**config.mk**
```make
export PLATFORM = sky130hd
export DESIGN_NAME = sdram_read
export DESIGN_NICKNAME = d
export VERILOG_FILES = /design/src/rtl/sdram_read.sv
export SDC_FILE = /design/constraint.sdc
export NUM_CORES = 1
export LEC_CHECK = 0
export CAP_MARGIN = 10
export CORE_AREA = 2 2 76 78
export CTS_CLUSTER_DIAMETER = 120
export DETAILED_ROUTE_END_ITERATION = 8
export DIE_AREA = 0 0 78 80
export HOLD_SLACK_MARGIN = 0.1
export MAX_ROUTING_LAYER = met4
export PLACE_DENSITY = 0.74
export SYNTH_ARGS = -nofsm -noshare
export SYNTH_HDL_FRONTEND = slang
export SYNTH_SLANG_ARGS = --single-unit
```
**constraint.sdc**
```tcl
create_clock -name sysclk_100M -period 1.9 [get_ports sysclk_100M]
set_input_delay 0.38 -clock sysclk_100M [delete_from_list [all_inputs] [get_ports sysclk_100M]]
set_output_delay 0.38 -clock sysclk_100M [all_outputs]
set_load 0.01 [all_outputs]
```
**src/rtl/sdram_read.sv**
```systemverilog
// SDRAM burst-read engine: arbitrates for the bus, opens a row, streams BL=4 READs
// from a linear bank/row/column pointer and returns captured words to the read cache.
module sdram_read #(
    parameter int CAS_LAT = 3,
    parameter int DQ_W    = 16
) (
    input  logic            sysclk_100M,
    input  logic            rst_n,
    output logic            arbit_read_req,
    input  logic            arbit_read_ack,
    output logic            read_end,
    output logic            burst_end,
    input  logic            refresh_req,
    output logic [3:0]      cmd_reg,
    output logic [12:0]     sdram_addr,
    output logic [1:0]      sdram_bank_addr,
    input  logic [DQ_W-1:0] sdram_dq,
    input  logic            read_ready,
    output logic [DQ_W-1:0] rd_data,
    output logic            rd_data_valid
);

    typedef enum logic [4:0] {
        S_IDLE   = 5'b00001,
        S_REQ    = 5'b00010,
        S_ACT    = 5'b00100,
        S_READ   = 5'b01000,
        S_PRECHG = 5'b10000
    } state_t;

    localparam logic [3:0] CMD_ACT  = 4'b0011;
    localparam logic [3:0] CMD_READ = 4'b0101;
    localparam logic [3:0] CMD_PRE  = 4'b0010;
    localparam logic [3:0] CMD_NOP  = 4'b0111;

    state_t            state_q, state_d;
    logic              phase_q, phase_d;
    logic [1:0]        burst_cnt_q, burst_cnt_d;
    logic [6:0]        col_p_q, col_p_d;
    logic [14:0]       bank_row_q, bank_row_d;
    logic              refresh_pend_q, refresh_pend_d;
    logic              end_pend_q, end_pend_d;
    logic [CAS_LAT:0]  valid_pipe_q, valid_pipe_d;
    logic [DQ_W-1:0]   rd_data_q, rd_data_d;
    logic              row_end;

    assign burst_end     = (burst_cnt_q == 2'd3);
    assign read_end      = burst_end && !read_ready;
    assign row_end       = (col_p_q == 7'd127);
    assign rd_data       = rd_data_q;
    assign rd_data_valid = valid_pipe_q[CAS_LAT];

    always_comb begin
        // NOTE: every output of this block gets a default first so no path infers a latch.
        state_d         = state_q;
        phase_d         = 1'b0;
        burst_cnt_d     = burst_cnt_q;
        col_p_d         = col_p_q;
        bank_row_d      = bank_row_q;
        refresh_pend_d  = refresh_pend_q;
        end_pend_d      = end_pend_q;
        arbit_read_req  = 1'b0;
        cmd_reg         = CMD_NOP;
        sdram_addr      = 13'h0000;
        sdram_bank_addr = bank_row_q[14:13];

        unique case (state_q)
            S_IDLE: begin
                if (read_ready) state_d = S_REQ;
            end
            S_REQ: begin
                arbit_read_req = 1'b1;
                if (arbit_read_ack) state_d = S_ACT;
            end
            S_ACT: begin
                if (!phase_q) begin
                    cmd_reg    = CMD_ACT;
                    sdram_addr = bank_row_q[12:0];
                    phase_d    = 1'b1;
                end else begin
                    state_d = S_READ;
                end
            end
            S_READ: begin
                burst_cnt_d = burst_cnt_q + 2'd1;
                if (burst_cnt_q == 2'd0) begin
                    cmd_reg    = CMD_READ;
                    sdram_addr = {4'b0000, col_p_q, 2'b00};
                end
                // The column pointer advances once per completed burst; the final
                // burst of a row also carries into {bank,row}.
                if (burst_end) begin
                    col_p_d        = col_p_q + 7'd1;
                    refresh_pend_d = refresh_req;
                    end_pend_d     = read_end;
                    if (row_end) bank_row_d = bank_row_q + 15'd1;
                    if (refresh_req || read_end || row_end) state_d = S_PRECHG;
                end
            end
            S_PRECHG: begin
                if (!phase_q) begin
                    cmd_reg    = CMD_PRE;
                    sdram_addr = 13'h0400;
                    phase_d    = 1'b1;
                end else if (refresh_pend_q) begin
                    state_d = S_REQ;
                end else if (end_pend_q) begin
                    state_d = S_IDLE;
                end else begin
                    state_d = S_ACT;
                end
            end
            default: state_d = S_IDLE;
        endcase
    end

    // Capture is decoupled from the FSM so a PRECHARGE never truncates returning data.
    always_comb begin
        valid_pipe_d = {valid_pipe_q[CAS_LAT-1:0], (state_q == S_READ)};
        rd_data_d    = sdram_dq;
    end

    // NOTE: sequential state uses non-blocking assignments so all flops update together.
    always_ff @(posedge sysclk_100M or negedge rst_n) begin
        if (!rst_n) begin
            state_q        <= S_IDLE;
            phase_q        <= 1'b0;
            burst_cnt_q    <= 2'd0;
            col_p_q        <= 7'd0;
            bank_row_q     <= 15'd0;
            refresh_pend_q <= 1'b0;
            end_pend_q     <= 1'b0;
            valid_pipe_q   <= '0;
            rd_data_q      <= '0;
        end else begin
            state_q        <= state_d;
            phase_q        <= phase_d;
            burst_cnt_q    <= burst_cnt_d;
            col_p_q        <= col_p_d;
            bank_row_q     <= bank_row_d;
            refresh_pend_q <= refresh_pend_d;
            end_pend_q     <= end_pend_d;
            valid_pipe_q   <= valid_pipe_d;
            rd_data_q      <= rd_data_d;
        end
    end

endmodule

```
=== Yosys cells after proc, flatten, opt, wreduce, memory -nomap -nowiden ===
Index checks and enable logic that the tools add are counted.

* Register bits after elaboration: 52
* Input bits: 21
* Word-level logic and storage cells: 54

* Add/sub/neg operators: 3
* Eq/ne operators: 13
* Mux-type cells: 20
* Reduce and logical (&&, ||, !) cells: 9

{| class="wikitable"
|+ Operators with widths
! operator !! number
|-
| 13-bit one-hot mux with 3 select lines || 1
|-
| 5-bit 2-to-1 mux || 6
|-
| 5-bit one-hot mux with 5 select lines || 1
|-
| 15-bit by 1-bit adder with 15-bit output (second input constant) || 1
|-
| 13-bit 2-to-1 mux || 1
|-
| 3-bit 2-to-1 mux || 4
|-
| 11-bit 2-to-1 mux || 1
|-
| 2-bit != test (second input constant) || 5
|-
| 9-bit 2-to-1 mux || 1
|-
| 3-bit one-hot mux with 3 select lines || 1
|-
| 7-bit by 1-bit adder with 7-bit output (second input constant) || 1
|-
| 7-bit equality test (second input constant) || 1
|-
| 6-bit AND reduction || 1
|-
| 5-bit by 1-bit equality test with 1-bit output (second input constant) || 1
|-
| 5-bit by 2-bit equality test with 1-bit output (second input constant) || 1
|-
| 5-bit by 3-bit equality test with 1-bit output (second input constant) || 1
|-
| 5-bit by 4-bit equality test with 1-bit output (second input constant) || 1
|-
| 5-bit equality test (second input constant) || 1
|-
| 1-bit 2-to-1 mux || 3
|-
| 3-bit AND reduction || 1
|-
| 2-bit by 1-bit adder with 2-bit output (second input constant) || 1
|-
| 2-bit equality test (second input constant) || 1
|-
| 2-bit zero test || 1
|-
| 1-bit logical OR || 2
|-
| 6 further kinds || 6
|}

=== Logic depth before layout (Yosys ltp) ===
* Depth after elaboration: 7
* Depth in mapped cells: 7
* Depth with buffers taken out: 5

=== Least setup slack after synthesis ===
Ideal clock, no wire load.

* Kind: register -> output
* Start: register state_q[4]
* End: output sdram_addr[2]
* Arrival time: 1.723 ns
* Required time: 1.520 ns
* Path slack: -0.203 ns
* Stages on the path, launching flop included: 8
* Buffers on the path: 2
* Path through: dfrtp_1 buf_6 or3b_4 or3_4 inv_2 and2_1 buf_4 a22o_1

* Cells in the longest elaborated chain, start to end: 2
* Elaborated cells between the ends (all ways): 4
* Those cells by class: 3 x eq/ne; 1 x mux

{| class="wikitable"
|+ RTL lines
! element !! line !! RTL
|-
| start, declared || 36 || <nowiki>state_t state_q, state_d;</nowiki>
|-
| start signal, assigned || 136 || <nowiki>state_q <= state_d;</nowiki>
|-
| 5-bit by 4-bit equality test with 1-bit output || - ||
|-
| named net valid_pipe_d[0] || 43 || <nowiki>logic [CAS_LAT:0] valid_pipe_q, valid_pipe_d;</nowiki>
|-
| 13-bit one-hot mux with 3 select lines || 67 || <nowiki>unique case (state_q)</nowiki>
|-
| end, declared || 15 || <nowiki>output logic [12:0] sdram_addr,</nowiki>
|}

The timed path passes the listed nets, and every way through them passes these cells.

=== Worst setup path after layout ===
* Start: register state_q[4]
* End: output sdram_addr[7]

The elaborated chain is that of the path after synthesis.

==> flow_metrics.tcl <==
set metrics [dict create \
    worst_ep_arrival_time_ps 2050 \
    final_cell_mix "dfrtp_1, buf_4, clkdlybuf4s50_1" \
    setup.worst_path.end_class "primary output" \
    cap_viol_max_count 0 \
    antenna_cells 0 \
    cellPowerDensity_nw_per_um2 895 \
    worst_hold_path_type "register to register" \
    commonest_non_fill_non_tap_cell_in_the_layout "dfrtp_1" \
    source_to_sink_clock_delay_at_the_later_pin_of_the_worst_skew_pair_ps 320 \
    yosys_warnings 0 \
    finalWeightedCongestion 0.842 \
    antenna_found_initial 0 \
    global_route.overflow_total 0 \
    buffer_ports.inserted 58 \
    post_synth_instance_area_um2 2310 \
    viasPerCell 5.16 \
    drtPass1Iterations 4 \
    critPathLaunchType "register" \
    dp.final_hpwl_um 3560 \
    cts-buffers-inserted 5 \
    design.final.nets 336 \
    final-seq-area_um2 1300 \
    drt_drc 0 \
    maximum_clock_insertion_buffer_count 2 \
    finalClockSkew_ps 7.09 \
    finalHoldViolCount 0 \
    routed_wl_um 5800 \
    final-max-slew-violation-count 0 \
    die-width_um 78 \
    fp-row-count 27 \
    drtIter0Drc 130 \
    pin_count_of_the_biggest_net_entering_global_routing 53 \
    syn_avg_cell_area_um2 11.6 \
    final.setup.tns_ps -7820 \
    post-route-period-util 1.28 \
    ant_nets 0 \
    yosys.cell_types.count 44 \
    post-route-min-period_ps 2430 \
    synth_fp_nets 224 \
    setup_slack_ps -527 \
    synth-main-ff-cell "dfrtp_1" \
    maximum_vdd_drop_uv 516 \
    required_ps 1520 \
    grt_first_pass_wirelength_um 8940 \
    worst-path-buf-inv 2 \
    leakage_nw 1.71 \
    share_of_post_route_cells_with_drive_strength_above_1 0.385 \
    die_height_um 80 \
    ys_async_sr_fraction 1.00 \
    cpPeakStageDelay_ps 420 \
    path_cells "or3b_4, or3_4, inv_4, and2_4, a22o_1, buf_2" \
    yosysSeqAreaShare 0.564 \
    synth_enable_flop_cells 0 \
    floorplan.initialDensity 0.428 \
    tritoncts_num_sinks 52 \
    track_usage 0.190 \
    coreArea_um2 5410 \
    vias_in_the_first_global_route 1890 \
    final.fill_count 395 \
    design.die.area_um2 6240 \
    timing.critical_path.max_delay_family "simple AND/OR/NAND/NOR gates" \
    placedInstanceArea_um2 3140 \
    clk_pin_slew_worst_paths_ps 100 \
    route.detailed.wl_per_inst_um 15.1 \
    crit_slowest_cell "or3b_4" \
    setup_viol 36 \
    failing_checks "negative setup slack" \
    critical_path_class "register to primary output" \
    synth_to_layout_area_growth_pct 57.8 \
    post-route-cell-area_um2 3650 \
    unrepaired_setup_endpoints_after_global_routing "true" \
    worst-path-max-fanout 8 \
    ports_placed_on_the_boundary 60 \
    vias 1982 \
    achievable-frequency_mhz 412 \
    status "complete, but fails checks" \
    clockRootBuffer "clkbuf_8" \
    h-tree-depth 2 \
    cts_tree "yes" \
    multiInputGateArea_um2 1080 \
    netlist_instances 199 \
    postSynthRegisterBits 52 \
]
registers in the layout, summed over array words and instances (netlist names):
register / cells
bank_row_q: 15
burst_cnt_q: 2
col_p_q: 7
end_pend_q: 1
phase_q: 1
rd_data: 16
refresh_pend_q: 1
state_q: 5
valid_pipe_q: 4
Yosys cell counts, types with 2 or more instances:
master,count,area (µm²)
dfrtp_1,51,1280
xnor2_1,18,158
nand2_1,13,48.8
nand4_1,12,75.1
nand3_1,10,50.1
nor2_1,9,33.8
and2_1,8,50.1
inv_1,8,30.0
a22o_1,7,61.3
xor2_1,5,43.8
and4_1,4,35.0
buf_4,4,30.0
ha_1,4,50.1
o22ai_1,4,25.0
and3_1,3,18.8
buf_6,3,33.8
nand3b_1,3,22.5
nor3_1,3,15.0
o21ai_0,3,15.0
buf_2,2,10.0
nor3b_1,2,15.0
power breakdown:
part / switching, mW / internal [mW]
registers: 0.0770 / 1.19
logic: 0.500 / 0.706
clock network: 0.390 / 0.397
layout make-up:
type | instances | area share
inverter | 9 | 0.00995
multi-input combinational | 128 | 0.295
sequential | 52 | 0.357
clock buffer | 5 | 0.0189
clock inverter | 3 | 0.0127
timing repair buffer | 115 | 0.281
tap | 72 | 0.0247
layer usage:
layer  part of all wire  vias to the layer above  track usage  routed length (µm)
li1                   -                      917            -                   -
met1               0.42                     1008        0.237                2450
met2               0.52                       50        0.310                3010
met3              0.041                        7       0.0339                 240
met4              0.016                        0       0.0719                  95
met5                  0                        -            -                   0
through the flow:
step | util | power, mW | setup slack [ps] | hold WS, ps | cells
CTS | 0.633 | 3.13 | -535 | 360 | 374
global route | 0.675 | 3.41 | -574 | 366 | 384
finish | 0.675 | 3.26 | -527 | 356 | 384
global placement | 0.581 | 1.98 | -457 | 337 | 347
floorplan | - | 1.61 | -193 | 84.4 | 199
detailed placement | 0.581 | 1.99 | -516 | 336 | 347
timing repair:
action | CTS | global route
buffers inserted | 18 | 10
gates cloned | 1 | 0
setup endpoints to repair | 29 | 36
pin swaps | 19 | 21
hold buffers | 1 | 0
resized for setup | 94 | 32
endpoints found under the hold margin | 51 | 0
cell families (layout without fill, tap and decap cells):
logic type                 after synthesis  count (layout)  synth area share
other                                    1               1           0.00162
adders and majority gates                4               4            0.0217
AOI/OAI and AO/OA                       21              21            0.0688
xor gates and xnor gates                23              23            0.0872
muxes                                    1               1           0.00650
and+or+nand+nor                         78              78             0.202
DFF                                     52              52             0.564
buffers and inverters                   19             132            0.0482
path summary, 6_finish.rpt:
check / from / endpoint / slack, ps / cells after the start
max in group asynchronous: rst_n / state_q[0] / 1020 / 3
min in group asynchronous: rst_n / bank_row_q[2] / 600 / 3
worst min register to register: valid_pipe_q[0] / valid_pipe_q[1] / 360 / 0
worst max register to register: state_q[4] / bank_row_q[1] / -180 / 7
worst max-delay path: state_q[4] / sdram_addr[7] / -530 / 6
worst min-delay path: valid_pipe_q[0] / valid_pipe_q[1] / 360 / 0
No activity file was read; power rests on OpenSTA's default activity.
